File: config.mk
export PLATFORM = sky130hd
export DESIGN_NAME = dimc_tilewrap_ctrl_flat
export DESIGN_NICKNAME = d
export VERILOG_FILES = /design/src/rtl/dimc_tilewrap_ctrl_if.sv /design/src/rtl/dimc_tilewrap_ctrl.sv /design/src/flat_wrapper.sv
export SDC_FILE = /design/constraint.sdc
export NUM_CORES = 1
export LEC_CHECK = 0
export CORE_MARGIN = 2
export CORE_UTILIZATION = 50
export DETAILED_ROUTE_END_ITERATION = 7
export PLACE_DENSITY_LB_ADDON = 0.05
export SETUP_SLACK_MARGIN = 0.4
export SYNTH_ARGS = -nofsm -noshare
export SYNTH_HDL_FRONTEND = slang
export SYNTH_SLANG_ARGS = --single-unit
File: constraint.sdc
create_clock -name dimc_tilewrap_clk -period 6 [get_ports dimc_tilewrap_clk]
set_input_delay 1.5 -clock dimc_tilewrap_clk [delete_from_list [all_inputs] [get_ports dimc_tilewrap_clk]]
set_output_delay 1.5 -clock dimc_tilewrap_clk [all_outputs]
set_load 0.005 [all_outputs]
File: src/rtl/dimc_tilewrap_ctrl_if.sv
// Command port bundle between the host/CSR side and the DIMC tile-wrapper
// control sequencer.
//
// Handshake: a job transfers on a rising clock edge where cmd_valid and
// cmd_ready are both high. cmd_ready is high only while the sequencer is
// idle. The cmd_* fields must be stable whenever cmd_valid is high. Once
// asserted, cmd_valid is held until the transfer. done is a one-cycle pulse
// qualified by err/err_code, which hold until the next transfer. abort is a
// level sampled every cycle and is ignored while idle.
interface dimc_tilewrap_ctrl_if;
   logic       cmd_valid;
   logic       cmd_ready;
   logic [7:0] cmd_feat_count;
   logic       cmd_psout_mode;
   logic       cmd_compute_mask;
   logic [3:0] cmd_rcsn;
   logic [3:0] cmd_disable;
   logic       abort;
   logic       busy;
   logic       done;
   logic       err;
   logic [1:0] err_code;

   modport master (
      output cmd_valid, cmd_feat_count, cmd_psout_mode, cmd_compute_mask,
             cmd_rcsn, cmd_disable, abort,
      input  cmd_ready, busy, done, err, err_code
   );

   modport slave (
      input  cmd_valid, cmd_feat_count, cmd_psout_mode, cmd_compute_mask,
             cmd_rcsn, cmd_disable, abort,
      output cmd_ready, busy, done, err, err_code
   );
endinterface

File: src/rtl/dimc_tilewrap_ctrl.sv
// Command-driven control sequencer for the DIMC tile wrapper.
// Per job: SOFT_RESET pulse with configuration applied, feature fill,
// compute, drain, then a done pulse with status.
// Optional watchdog: define DIMC_TILEWRAP_CTRL_TIMEOUT_EN to abort any
// FILL/COMPUTE/DRAIN state that lasts TIMEOUT_CYCLES cycles (err_code 01).
module dimc_tilewrap_ctrl #(
   parameter int unsigned SRST_CYCLES    = 2,
   parameter int unsigned TIMEOUT_CYCLES = 1024
) (
   input  logic                 dimc_tilewrap_clk,
   input  logic                 reset,
   dimc_tilewrap_ctrl_if.slave  cmd_if,
   output logic                 SOFT_RESET,
   output logic                 feat_en,
   output logic                 tile_en,
   output logic                 psout_mode,
   output logic                 compute_mask,
   output logic                 CG_DISABLE,
   output logic                 DISABLE_STALL,
   output logic                 DISABLE_PS_STALL,
   output logic                 DISABLE_SOUT_STALL,
   output logic                 DISABLE_PSOUT_STALL,
   output logic [7:0]           valid_feat_count,
   output logic [3:0]           rcsn_rb,
   input  logic                 feat_buff_full,
   input  logic                 feat_buff_empty,
   input  logic                 psin_buff_full,
   input  logic                 psin_buff_empty,
   input  logic                 sout_buff_full,
   input  logic                 sout_buff_empty,
   input  logic                 psout_buff_full,
   input  logic                 psout_buff_empty,
   output logic [2:0]           dbg_state,
   output logic [7:0]           dbg_buff_status
);

   typedef enum logic [2:0] {
      ST_IDLE    = 3'd0,
      ST_SRST    = 3'd1,
      ST_FILL    = 3'd2,
      ST_COMPUTE = 3'd3,
      ST_DRAIN   = 3'd4,
      ST_ABORT   = 3'd5
   } state_t;

   localparam logic [1:0]  CODE_OK      = 2'b00;
   localparam logic [1:0]  CODE_TIMEOUT = 2'b01;
   localparam logic [1:0]  CODE_ABORT   = 2'b10;
   localparam logic [1:0]  CODE_BADCMD  = 2'b11;
   localparam logic [15:0] SRST_LAST    = 16'(SRST_CYCLES - 1);
   localparam logic [15:0] TMO_LAST     = 16'(TIMEOUT_CYCLES - 1);
`ifdef DIMC_TILEWRAP_CTRL_TIMEOUT_EN
   localparam bit          TIMEOUT_EN   = 1'b1;
`else
   localparam bit          TIMEOUT_EN   = 1'b0;
`endif

   state_t      state_q, state_d;
   logic [15:0] cnt_q, cnt_d;
   logic        err_d;
   logic [1:0]  code_d;
   logic        done_d;
   logic [1:0]  abort_code_q, abort_code_d;
   logic        cfg_load;
   logic        show_cfg;
   logic        timeout;
   logic        fill_ok, compute_ok, drain_ok;

   // latched job configuration
   logic [7:0]  cfg_fc_q, cfg_fc_d;
   logic        cfg_pm_q, cfg_pm_d;
   logic        cfg_mk_q, cfg_mk_d;
   logic [3:0]  cfg_rs_q, cfg_rs_d;
   logic [3:0]  cfg_ds_q, cfg_ds_d;

   // buffer-status conditions that move the job between phases
   always_comb begin
      fill_ok    = feat_buff_full & (~cfg_pm_q | psin_buff_full);
      compute_ok = ~sout_buff_empty | (cfg_pm_q & ~psout_buff_empty);
      drain_ok   = sout_buff_empty & (~cfg_pm_q | psout_buff_empty);
      timeout    = TIMEOUT_EN & (cnt_q == TMO_LAST);
   end

   // next-state, completion status and configuration capture
   always_comb begin
      state_d      = state_q;
      done_d       = 1'b0;
      err_d        = cmd_if.err;
      code_d       = cmd_if.err_code;
      abort_code_d = abort_code_q;
      cfg_load     = 1'b0;
      case (state_q)
         ST_IDLE: begin
            if (cmd_if.cmd_valid) begin
               cfg_load = 1'b1;
               err_d    = 1'b0;
               code_d   = CODE_OK;
               if (cmd_if.cmd_feat_count == 8'd0) begin
                  done_d = 1'b1;
                  err_d  = 1'b1;
                  code_d = CODE_BADCMD;
               end else begin
                  state_d = ST_SRST;
               end
            end
         end
         ST_SRST: begin
            if (cmd_if.abort) begin
               state_d      = ST_ABORT;
               abort_code_d = CODE_ABORT;
            end else if (cnt_q == SRST_LAST) begin
               state_d = ST_FILL;
            end
         end
         ST_FILL: begin
            if (cmd_if.abort) begin
               state_d      = ST_ABORT;
               abort_code_d = CODE_ABORT;
            end else if (fill_ok) begin
               state_d = ST_COMPUTE;
            end else if (timeout) begin
               state_d      = ST_ABORT;
               abort_code_d = CODE_TIMEOUT;
            end
         end
         ST_COMPUTE: begin
            if (cmd_if.abort) begin
               state_d      = ST_ABORT;
               abort_code_d = CODE_ABORT;
            end else if (compute_ok) begin
               state_d = ST_DRAIN;
            end else if (timeout) begin
               state_d      = ST_ABORT;
               abort_code_d = CODE_TIMEOUT;
            end
         end
         ST_DRAIN: begin
            if (cmd_if.abort) begin
               state_d      = ST_ABORT;
               abort_code_d = CODE_ABORT;
            end else if (drain_ok) begin
               state_d = ST_IDLE;
               done_d  = 1'b1;
               err_d   = 1'b0;
               code_d  = CODE_OK;
            end else if (timeout) begin
               state_d      = ST_ABORT;
               abort_code_d = CODE_TIMEOUT;
            end
         end
         ST_ABORT: begin
            state_d = ST_IDLE;
            done_d  = 1'b1;
            err_d   = 1'b1;
            code_d  = abort_code_q;
         end
         default: state_d = ST_IDLE;
      endcase
   end

   // configuration next values and the per-state saturating cycle counter
   always_comb begin
      cfg_fc_d = cfg_load ? cmd_if.cmd_feat_count   : cfg_fc_q;
      cfg_pm_d = cfg_load ? cmd_if.cmd_psout_mode   : cfg_pm_q;
      cfg_mk_d = cfg_load ? cmd_if.cmd_compute_mask : cfg_mk_q;
      cfg_rs_d = cfg_load ? cmd_if.cmd_rcsn         : cfg_rs_q;
      cfg_ds_d = cfg_load ? cmd_if.cmd_disable      : cfg_ds_q;
      // configuration is visible while a job runs and in its done cycle
      show_cfg = (state_d != ST_IDLE) | (state_q != ST_IDLE);
      if (state_d != state_q)
         cnt_d = 16'd0;
      else if (cnt_q == 16'hFFFF)
         cnt_d = cnt_q;
      else
         cnt_d = cnt_q + 16'd1;
   end

   // state, configuration and registered outputs
   always_ff @(posedge dimc_tilewrap_clk) begin
      if (reset) begin
         state_q             <= ST_IDLE;
         cnt_q               <= 16'd0;
         abort_code_q        <= CODE_OK;
         cfg_fc_q            <= 8'd0;
         cfg_pm_q            <= 1'b0;
         cfg_mk_q            <= 1'b0;
         cfg_rs_q            <= 4'd0;
         cfg_ds_q            <= 4'd0;
         cmd_if.cmd_ready    <= 1'b1;
         cmd_if.busy         <= 1'b0;
         cmd_if.done         <= 1'b0;
         cmd_if.err          <= 1'b0;
         cmd_if.err_code     <= CODE_OK;
         SOFT_RESET          <= 1'b0;
         feat_en             <= 1'b0;
         tile_en             <= 1'b0;
         psout_mode          <= 1'b0;
         compute_mask        <= 1'b0;
         CG_DISABLE          <= 1'b0;
         DISABLE_STALL       <= 1'b0;
         DISABLE_PS_STALL    <= 1'b0;
         DISABLE_SOUT_STALL  <= 1'b0;
         DISABLE_PSOUT_STALL <= 1'b0;
         valid_feat_count    <= 8'd0;
         rcsn_rb             <= 4'd0;
         dbg_buff_status     <= 8'd0;
      end else begin
         state_q             <= state_d;
         cnt_q               <= cnt_d;
         abort_code_q        <= abort_code_d;
         cfg_fc_q            <= cfg_fc_d;
         cfg_pm_q            <= cfg_pm_d;
         cfg_mk_q            <= cfg_mk_d;
         cfg_rs_q            <= cfg_rs_d;
         cfg_ds_q            <= cfg_ds_d;
         cmd_if.cmd_ready    <= (state_d == ST_IDLE);
         cmd_if.busy         <= (state_d != ST_IDLE);
         cmd_if.done         <= done_d;
         cmd_if.err          <= err_d;
         cmd_if.err_code     <= code_d;
         SOFT_RESET          <= (state_d == ST_SRST) | (state_d == ST_ABORT);
         feat_en             <= (state_d == ST_FILL) | (state_d == ST_COMPUTE);
         tile_en             <= (state_d == ST_COMPUTE) | (state_d == ST_DRAIN);
         psout_mode          <= show_cfg & cfg_pm_d;
         compute_mask        <= show_cfg & cfg_mk_d;
         CG_DISABLE          <= 1'b0;
         DISABLE_STALL       <= show_cfg & cfg_ds_d[3];
         DISABLE_PS_STALL    <= show_cfg & cfg_ds_d[2];
         DISABLE_SOUT_STALL  <= show_cfg & cfg_ds_d[1];
         DISABLE_PSOUT_STALL <= show_cfg & cfg_ds_d[0];
         valid_feat_count    <= show_cfg ? cfg_fc_d : 8'd0;
         rcsn_rb             <= show_cfg ? cfg_rs_d : 4'd0;
         dbg_buff_status     <= {feat_buff_full, feat_buff_empty, psin_buff_full,
                                 psin_buff_empty, sout_buff_full, sout_buff_empty,
                                 psout_buff_full, psout_buff_empty};
      end
   end

   // current state for debug observation
   always_comb begin
      dbg_state = state_q;
   end

endmodule

File: src/flat_wrapper.sv
// flat-port wrapper written by rule: the top's interface ports become plain ports
module dimc_tilewrap_ctrl_flat 
#(
   parameter int unsigned SRST_CYCLES    = 2,
   parameter int unsigned TIMEOUT_CYCLES = 1024
)
  (dimc_tilewrap_clk, reset, SOFT_RESET, feat_en, tile_en, psout_mode, compute_mask, CG_DISABLE, DISABLE_STALL, DISABLE_PS_STALL, DISABLE_SOUT_STALL, DISABLE_PSOUT_STALL, valid_feat_count, rcsn_rb, feat_buff_full, feat_buff_empty, psin_buff_full, psin_buff_empty, sout_buff_full, sout_buff_empty, psout_buff_full, psout_buff_empty, dbg_state, dbg_buff_status, cmd_if_cmd_valid, cmd_if_cmd_feat_count, cmd_if_cmd_psout_mode, cmd_if_cmd_compute_mask, cmd_if_cmd_rcsn, cmd_if_cmd_disable, cmd_if_abort, cmd_if_cmd_ready, cmd_if_busy, cmd_if_done, cmd_if_err, cmd_if_err_code);
  dimc_tilewrap_ctrl_if cmd_if_i ();
  input  logic dimc_tilewrap_clk;
  input  logic reset;
  output logic SOFT_RESET;
  output logic feat_en;
  output logic tile_en;
  output logic psout_mode;
  output logic compute_mask;
  output logic CG_DISABLE;
  output logic DISABLE_STALL;
  output logic DISABLE_PS_STALL;
  output logic DISABLE_SOUT_STALL;
  output logic DISABLE_PSOUT_STALL;
  output logic [7:0] valid_feat_count;
  output logic [3:0] rcsn_rb;
  input  logic feat_buff_full;
  input  logic feat_buff_empty;
  input  logic psin_buff_full;
  input  logic psin_buff_empty;
  input  logic sout_buff_full;
  input  logic sout_buff_empty;
  input  logic psout_buff_full;
  input  logic psout_buff_empty;
  output logic [2:0] dbg_state;
  output logic [7:0] dbg_buff_status;
  input wire logic [$bits(cmd_if_i.cmd_valid)-1:0] cmd_if_cmd_valid;
  input wire logic [$bits(cmd_if_i.cmd_feat_count)-1:0] cmd_if_cmd_feat_count;
  input wire logic [$bits(cmd_if_i.cmd_psout_mode)-1:0] cmd_if_cmd_psout_mode;
  input wire logic [$bits(cmd_if_i.cmd_compute_mask)-1:0] cmd_if_cmd_compute_mask;
  input wire logic [$bits(cmd_if_i.cmd_rcsn)-1:0] cmd_if_cmd_rcsn;
  input wire logic [$bits(cmd_if_i.cmd_disable)-1:0] cmd_if_cmd_disable;
  input wire logic [$bits(cmd_if_i.abort)-1:0] cmd_if_abort;
  output wire logic [$bits(cmd_if_i.cmd_ready)-1:0] cmd_if_cmd_ready;
  output wire logic [$bits(cmd_if_i.busy)-1:0] cmd_if_busy;
  output wire logic [$bits(cmd_if_i.done)-1:0] cmd_if_done;
  output wire logic [$bits(cmd_if_i.err)-1:0] cmd_if_err;
  output wire logic [$bits(cmd_if_i.err_code)-1:0] cmd_if_err_code;
  assign cmd_if_i.cmd_valid = cmd_if_cmd_valid;
  assign cmd_if_i.cmd_feat_count = cmd_if_cmd_feat_count;
  assign cmd_if_i.cmd_psout_mode = cmd_if_cmd_psout_mode;
  assign cmd_if_i.cmd_compute_mask = cmd_if_cmd_compute_mask;
  assign cmd_if_i.cmd_rcsn = cmd_if_cmd_rcsn;
  assign cmd_if_i.cmd_disable = cmd_if_cmd_disable;
  assign cmd_if_i.abort = cmd_if_abort;
  assign cmd_if_cmd_ready = cmd_if_i.cmd_ready;
  assign cmd_if_busy = cmd_if_i.busy;
  assign cmd_if_done = cmd_if_i.done;
  assign cmd_if_err = cmd_if_i.err;
  assign cmd_if_err_code = cmd_if_i.err_code;
  dimc_tilewrap_ctrl #(.SRST_CYCLES(SRST_CYCLES), .TIMEOUT_CYCLES(TIMEOUT_CYCLES)) u_core (.dimc_tilewrap_clk(dimc_tilewrap_clk), .reset(reset), .cmd_if(cmd_if_i), .SOFT_RESET(SOFT_RESET), .feat_en(feat_en), .tile_en(tile_en), .psout_mode(psout_mode), .compute_mask(compute_mask), .CG_DISABLE(CG_DISABLE), .DISABLE_STALL(DISABLE_STALL), .DISABLE_PS_STALL(DISABLE_PS_STALL), .DISABLE_SOUT_STALL(DISABLE_SOUT_STALL), .DISABLE_PSOUT_STALL(DISABLE_PSOUT_STALL), .valid_feat_count(valid_feat_count), .rcsn_rb(rcsn_rb), .feat_buff_full(feat_buff_full), .feat_buff_empty(feat_buff_empty), .psin_buff_full(psin_buff_full), .psin_buff_empty(psin_buff_empty), .sout_buff_full(sout_buff_full), .sout_buff_empty(sout_buff_empty), .psout_buff_full(psout_buff_full), .psout_buff_empty(psout_buff_empty), .dbg_state(dbg_state), .dbg_buff_status(dbg_buff_status));
endmodule
Word level (Yosys, flattened, before mapping)

Cells that the tools add are included.

Logic and storage cells: 105
Input bits: 30
Flip-flop bits (word level): 73

$add $sub $neg: 1
Bitwise logic cells: 20
Reductions and logical operators: 11
Equal/unequal tests: 16
Muxes and demuxes: 32

Operators by type and width:

| kind                    | number |
|---|---|
| $mux W3                 | 10 |
| $add A16 B1 Y16 const B | 1 |
| $eq A16 B1 Y1 const B   | 1 |
| $eq A16 B16 Y1 const B  | 1 |
| $pmux W3 S5             | 1 |
| $eq A3 B2 Y1 const B    | 4 |
| $eq A3 B3 Y1 const B    | 4 |
| $mux W1                 | 11 |
| $and A1 B1 Y1           | 9 |
| $reduce_bool A3 Y1      | 3 |
| $logic_not A8 Y1        | 1 |
| $mux W2                 | 4 |
| $mux W4                 | 2 |
| $mux W8                 | 1 |
| $or A1 B1 Y1            | 7 |
| $eq A3 B1 Y1 const B    | 2 |
| $logic_not A3 Y1        | 2 |
| $pmux W1 S3             | 2 |
| $pmux W2 S3             | 1 |
| $ne A2 B2 Y1 const B    | 2 |
| $not A1 Y1              | 4 |
| $reduce_and A4 Y1       | 1 |
| $reduce_or A2 Y1        | 2 |
| $reduce_or A4 Y1        | 1 |
| other kinds (3)         | 3 |

Longest topological paths before layout

Gate-level depths: netlist of run 1.

Depth in word-level cells: 10
Mapped depth: 8

Least setup slack after synthesis of run 1

OpenSTA, ideal clock, no wires.

Path type: input to register
Start point: in cmd_if_cmd_feat_count[1]
End point: reg u_core.rcsn_rb[1]
Arrival time: 2.962 ns
Setup time: 0.116 ns
Data required time: 5.884 ns
Stages on the path: 5
Slack: 2.923 ns
Cells stage by stage: nor4_1 -> a21oi_4 -> nor4_4 -> clkbuf_1 -> and2b_2

Cells in the longest elaborated chain, start to end: 8

Ends and longest elaborated chain:

| element                           | RTL line                  | RTL |
|---|---|---|
| start, declared                   | flat_wrapper.sv:34        | `input wire logic [$bits(cmd_if_i.cmd_feat_count)-1:0] cmd_if_cmd_feat_count;` |
| $logic_not A8 Y1                  | dimc_tilewrap_ctrl.sv:98  | `if (cmd_if.cmd_feat_count == 8'd0) begin` |
| $mux W3                           | dimc_tilewrap_ctrl.sv:98  |  |
| $mux W3                           | dimc_tilewrap_ctrl.sv:94  | `if (cmd_if.cmd_valid) begin` |
| $pmux W3 S5                       | dimc_tilewrap_ctrl.sv:92  | `case (state_q)` |
| $reduce_bool A3 Y1                | dimc_tilewrap_ctrl.sv:169 | `show_cfg = (state_d != ST_IDLE) \| (state_q != ST_IDLE);` |
| $or A1 B1 Y1                      | dimc_tilewrap_ctrl.sv:169 |  |
| $not A1 Y1 (no source line)       | n/a                       |  |
| $reduce_or A2 Y1 (no source line) | n/a                       |  |
| end signal, assigned              | dimc_tilewrap_ctrl.sv:232 | `rcsn_rb <= show_cfg ? cfg_rs_d : 4'd0;` |
| end, declared                     | dimc_tilewrap_ctrl.sv:24  | `output logic [3:0] rcsn_rb,` |

No other way between the ends.
A chain may end at the register's enable or synchronous reset.

Worst setup path in the final report of run 1

Start point: in cmd_if_cmd_feat_count[5]
End point: reg u_core.valid_feat_count[3]

Cells in the longest elaborated chain, start to end: 8

Ends and longest elaborated chain:

| element                           | RTL line                  | RTL |
|---|---|---|
| $logic_not A8 Y1                  | dimc_tilewrap_ctrl.sv:98  |  |
| $mux W3                           | dimc_tilewrap_ctrl.sv:98  |  |
| $mux W3                           | dimc_tilewrap_ctrl.sv:94  |  |
| $pmux W3 S5                       | dimc_tilewrap_ctrl.sv:92  |  |
| $reduce_bool A3 Y1                | dimc_tilewrap_ctrl.sv:169 |  |
| $or A1 B1 Y1                      | dimc_tilewrap_ctrl.sv:169 |  |
| $not A1 Y1 (no source line)       | n/a                       |  |
| $reduce_or A2 Y1 (no source line) | n/a                       |  |
| end signal, assigned              | dimc_tilewrap_ctrl.sv:231 | `valid_feat_count <= show_cfg ? cfg_fc_d : 8'd0;` |
| end, declared                     | dimc_tilewrap_ctrl.sv:23  | `output logic [7:0] valid_feat_count,` |

No other way between the ends.

==> results of run 1 <==
==> per-layer routing <==
layer	vias up	track usage	wire, um
met5	-	0	0
met4	0	0.07627	77
met3	8	0.05056	317
met2	56	0.3092	2796
met1	1079	0.2441	2787
li1	1190	-	-
==> worst min-delay path, cell delays in order, from the launching register on <==
cell     delay, ns
dfxtp_1       0.30
nand2_1       0.04
a21oi_1       0.06
==> state kept, by name, indices dropped and copies added (netlist names), 2 cells and up <==
register and cells:
u_core.cnt_q 16, u_core.cmd_if.err_code 2, u_core.cfg_ds_q 4, u_core.rcsn_rb 4, u_core.dbg_buff_status 8, u_core.valid_feat_count 8, u_core.cfg_rs_q 4, u_core.cfg_fc_q 8
u_core.dbg_state 3
==> final cells by class <==
| type | instances | area [um^2] |
|---|---|---|
| fillers | 475 | 1768 |
| flip-flops and latches | 73 | 1461 |
| clock inverters | 6 | 91.34 |
| well taps | 72 | 90.09 |
| multi-input cells | 215 | 1291 |
| repair buffers | 68 | 678.2 |
| clock buffers | 10 | 137.6 |
| inverters | 6 | 22.52 |
==> kinds of logic after synthesis <==
family / Yosys count
buf+inv: 25
other cells: 1
flops: 73
fa+ha+maj: 2
mux: 3
xor+xnor: 10
simple gates: 143
compound gates: 56
==> report_power, final <==
part,total [mW],switching (mW),internal (mW),leakage (nW)
Sequential,0.557,0.0288,0.529,0.597
Clock,0.427,0.180,0.247,0.116
Combinational,0.239,0.115,0.123,0.712
Total,1.22,0.324,0.899,1.43
==> cell usage in the layout, fill, tap and decap left out, types with 3 or more instances in the layout <==
master           instances
and2b_2                  6
nor4_1                   6
dfxtp_1                 73
a31oi_1                  4
clkbuf_8                10
inv_1                    6
nor2_1                  24
nand3_1                  3
xor2_1                   8
clkdlybuf4s50_1         67
nor2b_1                 19
clkinv_4                 3
and3_1                   3
nor3_1                   9
a21oi_1                 33
nand4_1                  8
nand2_1                 47
and4_1                   5
==> worst paths after layout <==
| path | start | endpoint | slack, ns | cells after the start |
|---|---|---|---|---|
| min | u_core.cfg_fc_q[7]$_SDFF_PP0_ | u_core.cfg_fc_q[7]$_SDFF_PP0_ | 0.45 | 2 |
| min reg2reg | u_core.cfg_fc_q[7]$_SDFF_PP0_ | u_core.cfg_fc_q[7]$_SDFF_PP0_ | 0.45 | 2 |
| max | cmd_if_cmd_feat_count[5] | u_core.valid_feat_count[3]$_SDFF_PP0_ | 2.56 | 5 |
| max reg2reg | u_core.dbg_state[1]$_SDFF_PP0_ | u_core.valid_feat_count[3]$_SDFF_PP0_ | 3.63 | 4 |
==> reports/qor.log, run 1 <==
qor: status.result_of_the_run completed
qor: synth.ys_seq_area_frac 0.5050
qor: synth.synth-main-ff-cell dfxtp_1
qor: sta.tns 0 ns
qor: worst_setup_path.worst-endpoint-arrival 3.68 ns
qor: sta.final_max_slew_viol_count 0
qor: layout.num_antenna_cells 0
qor: worst_setup_path.buffers_and_inverters_on_the_worst_path 1
qor: synth.synth.mux.area_fraction 0.01211
qor: clock_network.clock_tree.htree_level_count 3
qor: synth.mappedNetlistArea 2894 um^2
qor: clock_network.clk_path_buf_depth 2
qor: die.core_area 5540 um^2
qor: worst_setup_path.path_class in2reg
qor: grt.grt-ovfl-total 0
qor: clock_network.clock-sinks 73
qor: synth.post_synthesis_adder_cell_area_fraction 0.008647
qor: die.initial_core_util 0.5224
qor: layout.final_area 3772 um^2
qor: sta.worst_slack 2.559 ns
qor: sta.holdWs 0.4547 ns
qor: sta.worst_pin_slew 1.155 ns
qor: sta.final_hold_viol_count 0
qor: power_and_ir_drop.p_leak 1.426 nW
qor: synth.netlist.area_leader.share 0.5050
qor: route.post_route_drc 0
qor: layout.syn_to_final_growth 30.35%
qor: synth.synth.area.top_cells dfxtp_1 (50%), nand2_1 (6.1%), a21oi_1 (5.7%)
qor: clock_network.tritoncts.num_buffers 9
qor: clock_network.cts_tree built
qor: synth.synth_top_family_by_area simple AND/OR/NAND/NOR gates
qor: place.place.detailed.hpwl 3976 um
qor: synth.synth_area_leader_cell dfxtp_1
qor: sta.rsz0062_at_grt false
qor: power_and_ir_drop.power.ir.vdd_worst 0.1929 mV
qor: synth.synth.net_count 345
qor: sta.post-route-min-period 3.441 ns
qor: sta.report.final.setup_viol 0
qor: worst_setup_path.required 6.24 ns
qor: clock_network.post_cts_repair_resize_count 0
qor: worst_setup_path.cell_by_cell_trace_of_the_critical_path clkdlybuf4s50_1 > nor4_1 > a21oi_4 > nor4_4 > and2b_2
qor: min_path.tightest_hold_check_type reg2reg
qor: synth.synth.yosys.warnings 0
qor: die.boundaryPins 69
qor: grt.grt_max_degree 23
qor: synth.asyncSetResetFlopFracSynth 0
qor: worst_setup_path.critical_path.top_delay_family simple AND/OR/NAND/NOR gates
qor: route.drtAntennaViolNets 0
qor: layout.finish.net_count 405
qor: power_and_ir_drop.power.total 1.223 mW
qor: route.drt-initial-drc-count 75
qor: clock_network.worst_setup_hold_path_clk_slew 0.07 ns
qor: worst_setup_path.crit_fanout 18
qor: grt.first_global_vias 2106
qor: synth.yosys.area_share.simple 0.2681
qor: route.dr_total_vias 2333
qor: grt.grt_pass1_wl 9432 um
qor: place.place_area 3543 um^2
qor: layout.drive_gt1_frac 0.08466
qor: grt.number_of_antenna_violations_at_the_first_check_in_global_routing 0
qor: place.io_buffer_count 67
qor: die.floorplan.die.height 80.08 um
qor: synth.synthesis.area_per_instance 9.246 um^2
qor: clock_network.post-cts-setup-buffer-count 0
qor: clock_network.worst_skew_pair.late_latency 0.34 ns
qor: worst_setup_path.worst_setup_path_start_kind primary input
qor: synth.synth_top_cells_by_count dfxtp_1 (73), nand2_1 (47), a21oi_1 (33), nor2_1 (24), nor2b_1 (19)
qor: synth.synth-compound-area-share 0.1258
qor: synth.yosys.cell_count.top_type dfxtp_1
qor: layout.final_core_utilization 0.6809
qor: grt.grtUsageTotal 0.1917
qor: sta.worst_slew_margin_rel 0.2260
qor: synth.synth_seq_cells 73
qor: worst_setup_path.cp-end-kind flop
qor: synth.synth-xor-area-share 0.03026
qor: synth.post_synth_inst_count 313
qor: layout.non_filler_cells_final 450
qor: die.die_span_in_x 80.08 um
qor: route.number_of_optimization_iterations_in_the_first_detailed_route_pass 4
qor: worst_setup_path.timing.critical_path.slowest_cell_delay 0.69 ns
qor: power_and_ir_drop.pwr_density_cell 324.1 nW/um^2
qor: synth.number_of_enable_flip_flop_cells_after_synthesis 0
qor: place.placed_cells_incl_taps 434
qor: die.dieArea 6413 um^2
qor: place.routabilityCongestion 0.8423
qor: route.avgRoutedWirePerCell 13.28 um
qor: route.wl 5978 um
qor: clock_network.cts_hold_buf 0
qor: worst_setup_path.slowest_stage_cell_on_the_critical_path nor4_4
qor: place.pre_cts_ws 2.170 ns
qor: sta.fin_crit_sh 0.5735
qor: job.max_cap_viol_count 0
qor: synth.yosysUniqueCellTypes 51
qor: route.viasPerCell 5.184
qor: clock_network.ctsRootBufferMaster clkbuf_8
qor: sta.finClkSkew 0.006827 ns
qor: die.placementRows 27
qor: sta.timing.fmax 290.6 MHz
Note: power is estimated with default switching activity, not from simulation.
==> inputs of run 2 (changes only) <==
--- a/config.mk
+++ b/config.mk
@@ -6,7 +6,7 @@
 export NUM_CORES = 1
 export LEC_CHECK = 0
 export CORE_MARGIN = 2
-export CORE_UTILIZATION = 50
+export CORE_UTILIZATION = 49
 export DETAILED_ROUTE_END_ITERATION = 7
 export PLACE_DENSITY_LB_ADDON = 0.05
 export SETUP_SLACK_MARGIN = 0.4
==> constraint.sdc (replaced) <==
create_clock -name dimc_tilewrap_clk -period 3.2 [get_ports dimc_tilewrap_clk]
set_input_delay 0.8 -clock dimc_tilewrap_clk [delete_from_list [all_inputs] [get_ports dimc_tilewrap_clk]]
set_output_delay 0.8 -clock dimc_tilewrap_clk [all_outputs]
set_load 0.005 [all_outputs]
==> run 2 against run 1 <==
Compared with the run above: first-iteration DRC count rose by 24%; sequential cell count stayed put; core utilization shrank 0.22 points; power up 88%; register-to-register slack worse by 2.6 ns; largest cell class unchanged.
==> reports/qor.log, run 2 (same netlist as run 1, synthesis figures left out) <==
qor: power_and_ir_drop.pwr_density_cell 603.6 nW/um^2 [+86%]
qor: sta.final_hold_viol_count 0 [unchanged]
qor: die.dieArea 6537 um^2 [+1.9%]
qor: sta.worst_slew_margin_rel 0.4101 [+0.1842]
qor: worst_setup_path.cp-end-kind primary output
qor: sta.rsz0062_at_grt false
qor: sta.tns 0 ns [unchanged]
qor: clock_network.tritoncts.num_buffers 9 [unchanged]
qor: layout.num-fill-cells 494 [+4.0%]
qor: place.pre_cts_ws 0.3401 ns [-1.830 ns]
qor: clock_network.clk_path_buf_depth 2 [unchanged]
qor: min_path.tightest_hold_check_type reg2reg
qor: die.boundaryPins 69 [unchanged]
qor: layout.multi_input_comb_area 1291 um^2 [unchanged]
qor: clock_network.ctsRootBufferMaster clkbuf_8
qor: sta.timing.fmax 391.2 MHz
qor: layout.drive_gt1_frac 0.09661 [+0.01195]
qor: grt.first_global_vias 2079 [-1.3%]
qor: route.drtAntennaViolNets 0 [unchanged]
qor: worst_setup_path.critical_path.top_delay_family flip-flops
qor: clock_network.worst_skew_pair.late_latency 0.34 ns [about the same]
qor: worst_setup_path.timing.critical_path.slowest_cell_delay 0.79 ns [+0.10 ns]
qor: die.floorplan.die.height 80.85 um [+0.96%]
qor: sta.report.final.setup_viol 0 [unchanged]
qor: sta.final_max_slew_viol_count 0 [unchanged]
qor: power_and_ir_drop.switching_share 0.2704 [+0.005477]
qor: route.wl 5993 um [+0.25%]
qor: layout.finish.net_count 410 [+1.2%]
qor: power_and_ir_drop.clockPowerShare 0.347 [-0.002]
qor: place.routabilityCongestion 0.8455 [+0.38%]
qor: clock_network.post-cts-setup-buffer-count 0 [unchanged]
qor: power_and_ir_drop.part_of_the_total_power_dissipated_in_combinational_logic 0.198 [+0.003]
qor: grt.grt_pass1_wl 9729 um [+3.1%]
qor: power_and_ir_drop.power.ir.vdd_worst 0.3643 mV [+89%]
qor: place.place.detailed.hpwl 4216 um [+6.1%]
qor: clock_network.post_cts_repair_resize_count 0 [unchanged]
qor: layout.layout_commonest_cell dfxtp_1
qor: clock_network.clock-sinks 73 [unchanged]
qor: worst_setup_path.cell_by_cell_trace_of_the_critical_path clkdlybuf4s50_1
qor: worst_setup_path.crit_fanout 21 [+3]
qor: layout.num_antenna_cells 0 [unchanged]
qor: die.placementRows 27 [unchanged]
qor: clock_network.worst_setup_hold_path_clk_slew 0.08 ns [about the same]
qor: grt.grt-ovfl-total 0 [unchanged]
qor: layout.largest-register u_core.cnt_q
qor: job.max_cap_viol_count 0 [unchanged]
qor: worst_setup_path.path_class reg2out
qor: worst_setup_path.ff2ff_setup_slack 0.99 ns [-2.64 ns]
qor: layout.largest_register_ff_count 16 [unchanged]
qor: sta.worst_slack 0.6436 ns [-1.915 ns]
qor: clock_network.cts_hold_buf 0 [unchanged]
qor: route.viasPerCell 5.064 [-2.3%]
qor: power_and_ir_drop.internal-power 1.676 mW [+87%]
qor: power_and_ir_drop.p_leak 1.441 nW [+1.1%]
qor: sta.post-route-min-period 2.556 ns
qor: power_and_ir_drop.seqPwrFrac 0.455 [about the same]
qor: place.io_buffer_count 67 [unchanged]
qor: grt.number_of_antenna_violations_at_the_first_check_in_global_routing 0 [unchanged]
qor: clock_network.clock_tree.htree_level_count 3 [unchanged]
qor: layout.ff_latch_area 1461 um^2 [unchanged]
qor: worst_setup_path.worst_setup_path_start_kind flop
qor: route.dr_total_vias 2304 [-1.2%]
qor: clock_network.cts_tree built
qor: route.number_of_optimization_iterations_in_the_first_detailed_route_pass 7 [+3]
qor: die.die_span_in_x 80.85 um [+0.96%]
qor: worst_setup_path.required 2.40 ns [-3.84 ns]
qor: sta.finClkSkew 0.005848 ns [-0.0009792 ns]
qor: route.drt-initial-drc-count 93 [+24%]
qor: worst_setup_path.slowest_stage_cell_on_the_critical_path dfxtp_1
qor: grt.grt_max_degree 23 [unchanged]
qor: sta.fin_crit_sh 0.7989
qor: worst_setup_path.buffers_and_inverters_on_the_worst_path 1 [unchanged]
qor: status.result_of_the_run completed
qor: layout.syn_to_final_growth 31.52%
qor: route.post_route_drc 0 [unchanged]
qor: power_and_ir_drop.power_switching 0.6213 mW [+92%]
qor: sta.worst_pin_slew 0.8782 ns [-0.2765 ns]
qor: die.initial_core_util 0.5161 [-0.006293]
qor: route.avgRoutedWirePerCell 13.17 um [-0.85%]
qor: layout.layout.cells.most_common_list dfxtp_1 (73), clkdlybuf4s50_1 (67), nand2_1 (47)
qor: die.core_area 5608 um^2 [+1.2%]
qor: grt.grtUsageTotal 0.1949 [+0.003219]
qor: worst_setup_path.worst-endpoint-arrival 1.76 ns [-1.92 ns]
==> run 2: cell count changes in the layout (fill, tap and decap cells not counted), sizes merged <==
cell,delta
buf,+5
clkinv,-4
clkinvlp,+2
clkbuf,-1
inv,+3
==> run 2: stage by stage <==
stage                     power (mW)  instance area (um^2)  hold slack, ns    util  std cells
after floorplan                1.337                  2894          0.4339       -        313
after global placement         1.518                  3581          0.4407  0.6386        439
after detailed placement       1.525                  3581          0.4468  0.6386        439
after CTS                      2.324                  3806          0.4578  0.6787        455
after global routing           2.428                  3806          0.4796  0.6787        455
final                          2.297                  3806          0.4584  0.6787        455
==> run 2: per-layer routing <==
| layer | part of all wire | vias up | global-route usage |
|---|---|---|---|
| li1 | - | 1201 | - |
| met1 | 0.48 | 1047 | 0.2601 |
| met2 | 0.46 | 47 | 0.2950 |
| met3 | 0.041 | 9 | 0.04333 |
| met4 | 0.015 | 0 | 0.1017 |
| met5 | 0 | - | 0 |
==> run 2: path summary, 6_finish.rpt <==
path                            depth (start not counted)                      startpoint                       endpoint
worst max-delay path                                    1  u_core.dbg_state[1]$_SDFF_PP0_                   dbg_state[1]
worst min-delay path                                    2   u_core.cfg_fc_q[5]$_SDFF_PP0_  u_core.cfg_fc_q[5]$_SDFF_PP0_
worst max register to register                          5  u_core.dbg_state[1]$_SDFF_PP0_   u_core.cnt_q[6]$_SDFFE_PP0P_
worst min register to register                          2   u_core.cfg_fc_q[5]$_SDFF_PP0_  u_core.cfg_fc_q[5]$_SDFF_PP0_
==> run 2: worst register-to-register path: cells and delay by family, from the launching register on <==
family	cells	cell delay (ns)
AOI/OAI and AO/OA	2	0.65
DFF	1	0.79
and+or+nand+nor	3	0.65
==> run 2: cell type report <==
| cell class | instances | area share |
|---|---|---|
| Multi-Input combinational cell | 215 | 0.3393 |
| Tap cell | 72 | 0.02367 |
| Clock inverter | 7 | 0.02663 |
| Inverter | 6 | 0.005917 |
| Timing Repair Buffer | 73 | 0.1880 |
| Sequential cell | 73 | 0.3840 |
| Clock buffer | 9 | 0.03254 |
==> run 2: power by group through the flow <==
| stage | logic [mW] | clock network [mW] | registers (mW) |
|---|---|---|---|
| after CTS | 0.461 | 0.817 | 1.05 |
| final | 0.454 | 0.797 | 1.05 |
| after global routing | 0.505 | 0.866 | 1.06 |
| after floorplan | 0.287 | 0 | 1.05 |
| after global placement | 0.454 | 0 | 1.06 |
| after detailed placement | 0.457 | 0 | 1.07 |
==> inputs of run 3 (changes only) <==
==> constraint.sdc (replaced) <==
create_clock -name dimc_tilewrap_clk -period 2.5 [get_ports dimc_tilewrap_clk]
set_input_delay 0.625 -clock dimc_tilewrap_clk [delete_from_list [all_inputs] [get_ports dimc_tilewrap_clk]]
set_output_delay 0.625 -clock dimc_tilewrap_clk [all_outputs]
set_load 0.005 [all_outputs]
==> run 3 against run 2 <==
Compared with the run above: worst hold slack got worse by 0.0029 ns; combinational power increased by 52%; non-clock buffer count increased by 11; clock skew rose by 0.0027 ns; register-to-register slack worse by 0.46 ns; sequential cell count unchanged; global-route usage increased by 0.87 points; worst setup slack got worse by 0.23 ns; critical endpoint is now u_core.tile_en$_SDFF_PP0_; largest cell class unchanged; largest power group unchanged; highest routed layer unchanged.
==> reports/qor.log, run 3 (same netlist as run 1, synthesis figures left out) <==
qor: clock_network.clock_tree.htree_level_count 3 [unchanged]
qor: die.initial_core_util 0.5161 [unchanged]
qor: clock_network.ctsRootBufferMaster clkbuf_8
qor: worst_setup_path.cp-end-kind flop
qor: route.post_route_drc 0 [unchanged]
qor: sta.report.final.setup_viol 0 [unchanged]
qor: power_and_ir_drop.p_leak 1.533 nW [+6.4%]
qor: die.core_area 5608 um^2 [unchanged]
qor: clock_network.clk_path_buf_depth 2 [unchanged]
qor: sta.fin_crit_sh 0.8336
qor: worst_setup_path.worst-endpoint-arrival 2.32 ns [+0.56 ns]
qor: grt.first_global_vias 2244 [+7.9%]
qor: die.boundaryPins 69 [unchanged]
qor: job.max_cap_viol_count 0 [unchanged]
qor: route.drtAntennaViolNets 0 [unchanged]
qor: worst_setup_path.crit_fanout 4 [-81%]
qor: route.dr_total_vias 2467 [+7.1%]
qor: die.placementRows 27 [unchanged]
qor: die.dieArea 6537 um^2 [unchanged]
qor: min_path.worst_hold_startpoint u_core.cfg_mk_q$_SDFF_PP0_
qor: clock_network.clock-sinks 73 [unchanged]
qor: clock_network.worst_skew_pair.late_latency 0.34 ns [about the same]
qor: layout.largest_register_ff_count 16 [unchanged]
qor: clock_network.worst_setup_hold_path_clk_slew 0.08 ns [about the same]
qor: sta.holdWs 0.4555 ns [-0.002945 ns]
qor: die.floorplan.die.height 80.85 um [unchanged]
qor: route.number_of_optimization_iterations_in_the_first_detailed_route_pass 4 [-3]
qor: clock_network.tritoncts.num_buffers 9 [unchanged]
qor: clock_network.cts_hold_buf 0 [unchanged]
qor: layout.finish.net_count 421 [+2.7%]
qor: sta.finClkSkew 0.008588 ns [+0.002740 ns]
qor: place.routabilityCongestion 0.8946 [+5.8%]
qor: worst_setup_path.buffers_and_inverters_on_the_worst_path 2 [+1]
qor: sta.tns 0 ns [unchanged]
qor: layout.drive_gt1_frac 0.1497 [+0.05314]
qor: route.drt-initial-drc-count 119 [+28%]
qor: worst_setup_path.timing.critical_path.slowest_cell_delay 0.45 ns [-0.34 ns]
qor: route.avgRoutedWirePerCell 13.65 um [+3.6%]
qor: layout.syn_to_final_growth 37.27%
qor: grt.number_of_antenna_violations_at_the_first_check_in_global_routing 0 [unchanged]
qor: worst_setup_path.critical_path.top_delay_family simple AND/OR/NAND/NOR gates
qor: sta.post-route-min-period 2.084 ns
qor: worst_setup_path.ff2ff_setup_slack 0.53 ns [-0.46 ns]
qor: status.result_of_the_run completed
qor: route.viasPerCell 5.294 [+4.5%]
qor: layout.layout.cells.most_common_list dfxtp_1 (70), clkdlybuf4s50_1 (64), nand2_1 (47)
qor: place.place.detailed.hpwl 4241 um [+0.60%]
qor: place.io_buffer_count 67 [unchanged]
qor: sta.rsz0062_at_grt true
qor: route.wl 6360 um [+6.1%]
qor: layout.num-fill-cells 449 [-9.1%]
qor: grt.grt-ovfl-total 0 [unchanged]
qor: worst_setup_path.cell_by_cell_trace_of_the_critical_path clkdlybuf4s50_1 > nor4_2 > buf_4 > a21oi_4 > nor2_2 > nor3b_4 > mux2_4
qor: power_and_ir_drop.power.total 2.941 mW [+28%]
qor: worst_setup_path.slowest_stage_cell_on_the_critical_path clkdlybuf4s50_1
qor: layout.num_antenna_cells 0 [unchanged]
qor: worst_setup_path.r2r_start u_core.cnt_q[0]$_SDFFE_PP0P_
qor: sta.timing.fmax 479.9 MHz
qor: min_path.tightest_hold_check_type reg2reg
qor: power_and_ir_drop.pwr_density_cell 740.3 nW/um^2 [+23%]
qor: grt.grt_max_degree 34 [+48%]
qor: layout.largest-register u_core.cnt_q
qor: grt.grt_pass1_wl 10380 um [+6.7%]
qor: clock_network.cts_tree built
qor: worst_setup_path.crit_path_start cmd_if_cmd_feat_count[5]
qor: grt.grtUsageTotal 0.2036 [+0.008746]
qor: worst_setup_path.required 2.73 ns [+0.33 ns]
qor: layout.layout_commonest_cell dfxtp_1
qor: die.die_span_in_x 80.85 um [unchanged]
qor: worst_setup_path.worst_setup_path_start_kind primary input
qor: sta.final_max_slew_viol_count 0 [unchanged]
qor: sta.final_hold_viol_count 0 [unchanged]
qor: worst_setup_path.path_class in2reg
qor: power_and_ir_drop.power.ir.vdd_worst 0.4876 mV [+34%]
run 3: changes by cell type in the layout (fill, tap and decap cells not counted), moves of 2 or more:
cell,previous run,this run
nor4_2,0,2
buf_4,6,14
nor4_1,6,4
inv_6,3,1
buf_12,0,3
dfxtp_1,73,70
clkdlybuf4s50_1,67,64
a21oi_1,33,31
dlymetal6s2s_1,0,3
dfxtp_4,0,2
run 3: where the power goes:
group | switching, mW | internal [mW] | leakage, nW
combinational | 0.310 | 0.378 | 0.842
sequential | 0.0716 | 1.27 | 0.599
clock | 0.445 | 0.464 | 0.0929
total | 0.827 | 2.11 | 1.53
run 3: final timing paths:
path,depth (start not counted),to
worst min register to register,2,u_core.cfg_mk_q$_SDFF_PP0_
worst max-delay path,7,u_core.tile_en$_SDFF_PP0_
worst min-delay path,2,u_core.cfg_mk_q$_SDFF_PP0_
worst max register to register,6,u_core.tile_en$_SDFF_PP0_
run 3: repair_timing:
item	in CTS	in global routing
endpoints found under the hold margin	0	0
buffers inserted	1	3
resized for setup	5	13
pin swaps	0	4
endpoints found under the setup margin	5	20
run 3: worst min-delay path: cells and delay by family (launching register included):
family / cells / cell delay [ns]
AOI/OAI and AO/OA: 1 / 0.06
and+or+nand+nor: 1 / 0.05
DFF: 1 / 0.30
run 3: area by class of cell:
type                            instances  area [um^2]  area share
Multi-Input combinational cell        215         1351      0.3402
Clock inverter                          6        67.56     0.01701
Clock buffer                           10        127.6     0.03213
Sequential cell                        73         1470      0.3701
Inverter                                6        22.52    0.005669
Timing Repair Buffer                   84        843.3      0.2123
Tap cell                               72        90.09     0.02268
run 3: layer usage:
layer	vias to the layer above	GRT usage	wire length (um)
met4	0	0.09153	75
met5	-	0	0
met2	72	0.3314	2943
met3	7	0.03889	358
met1	1162	0.2624	2983
li1	1226	-	-
run 3: stage by stage:
stage          instance area (um^2)  std cells    util  setup slack [ns]
2_1_floorplan                  2907        313       -            0.4419
3_3_place_gp                   3684        446  0.6569           0.03582
3_5_place_dp                   3684        446  0.6569          0.004736
4_1_cts                        3899        463  0.6952            0.3949
5_1_grt                        3973        466  0.7084            0.3517
6_report                       3973        466  0.7084            0.4160
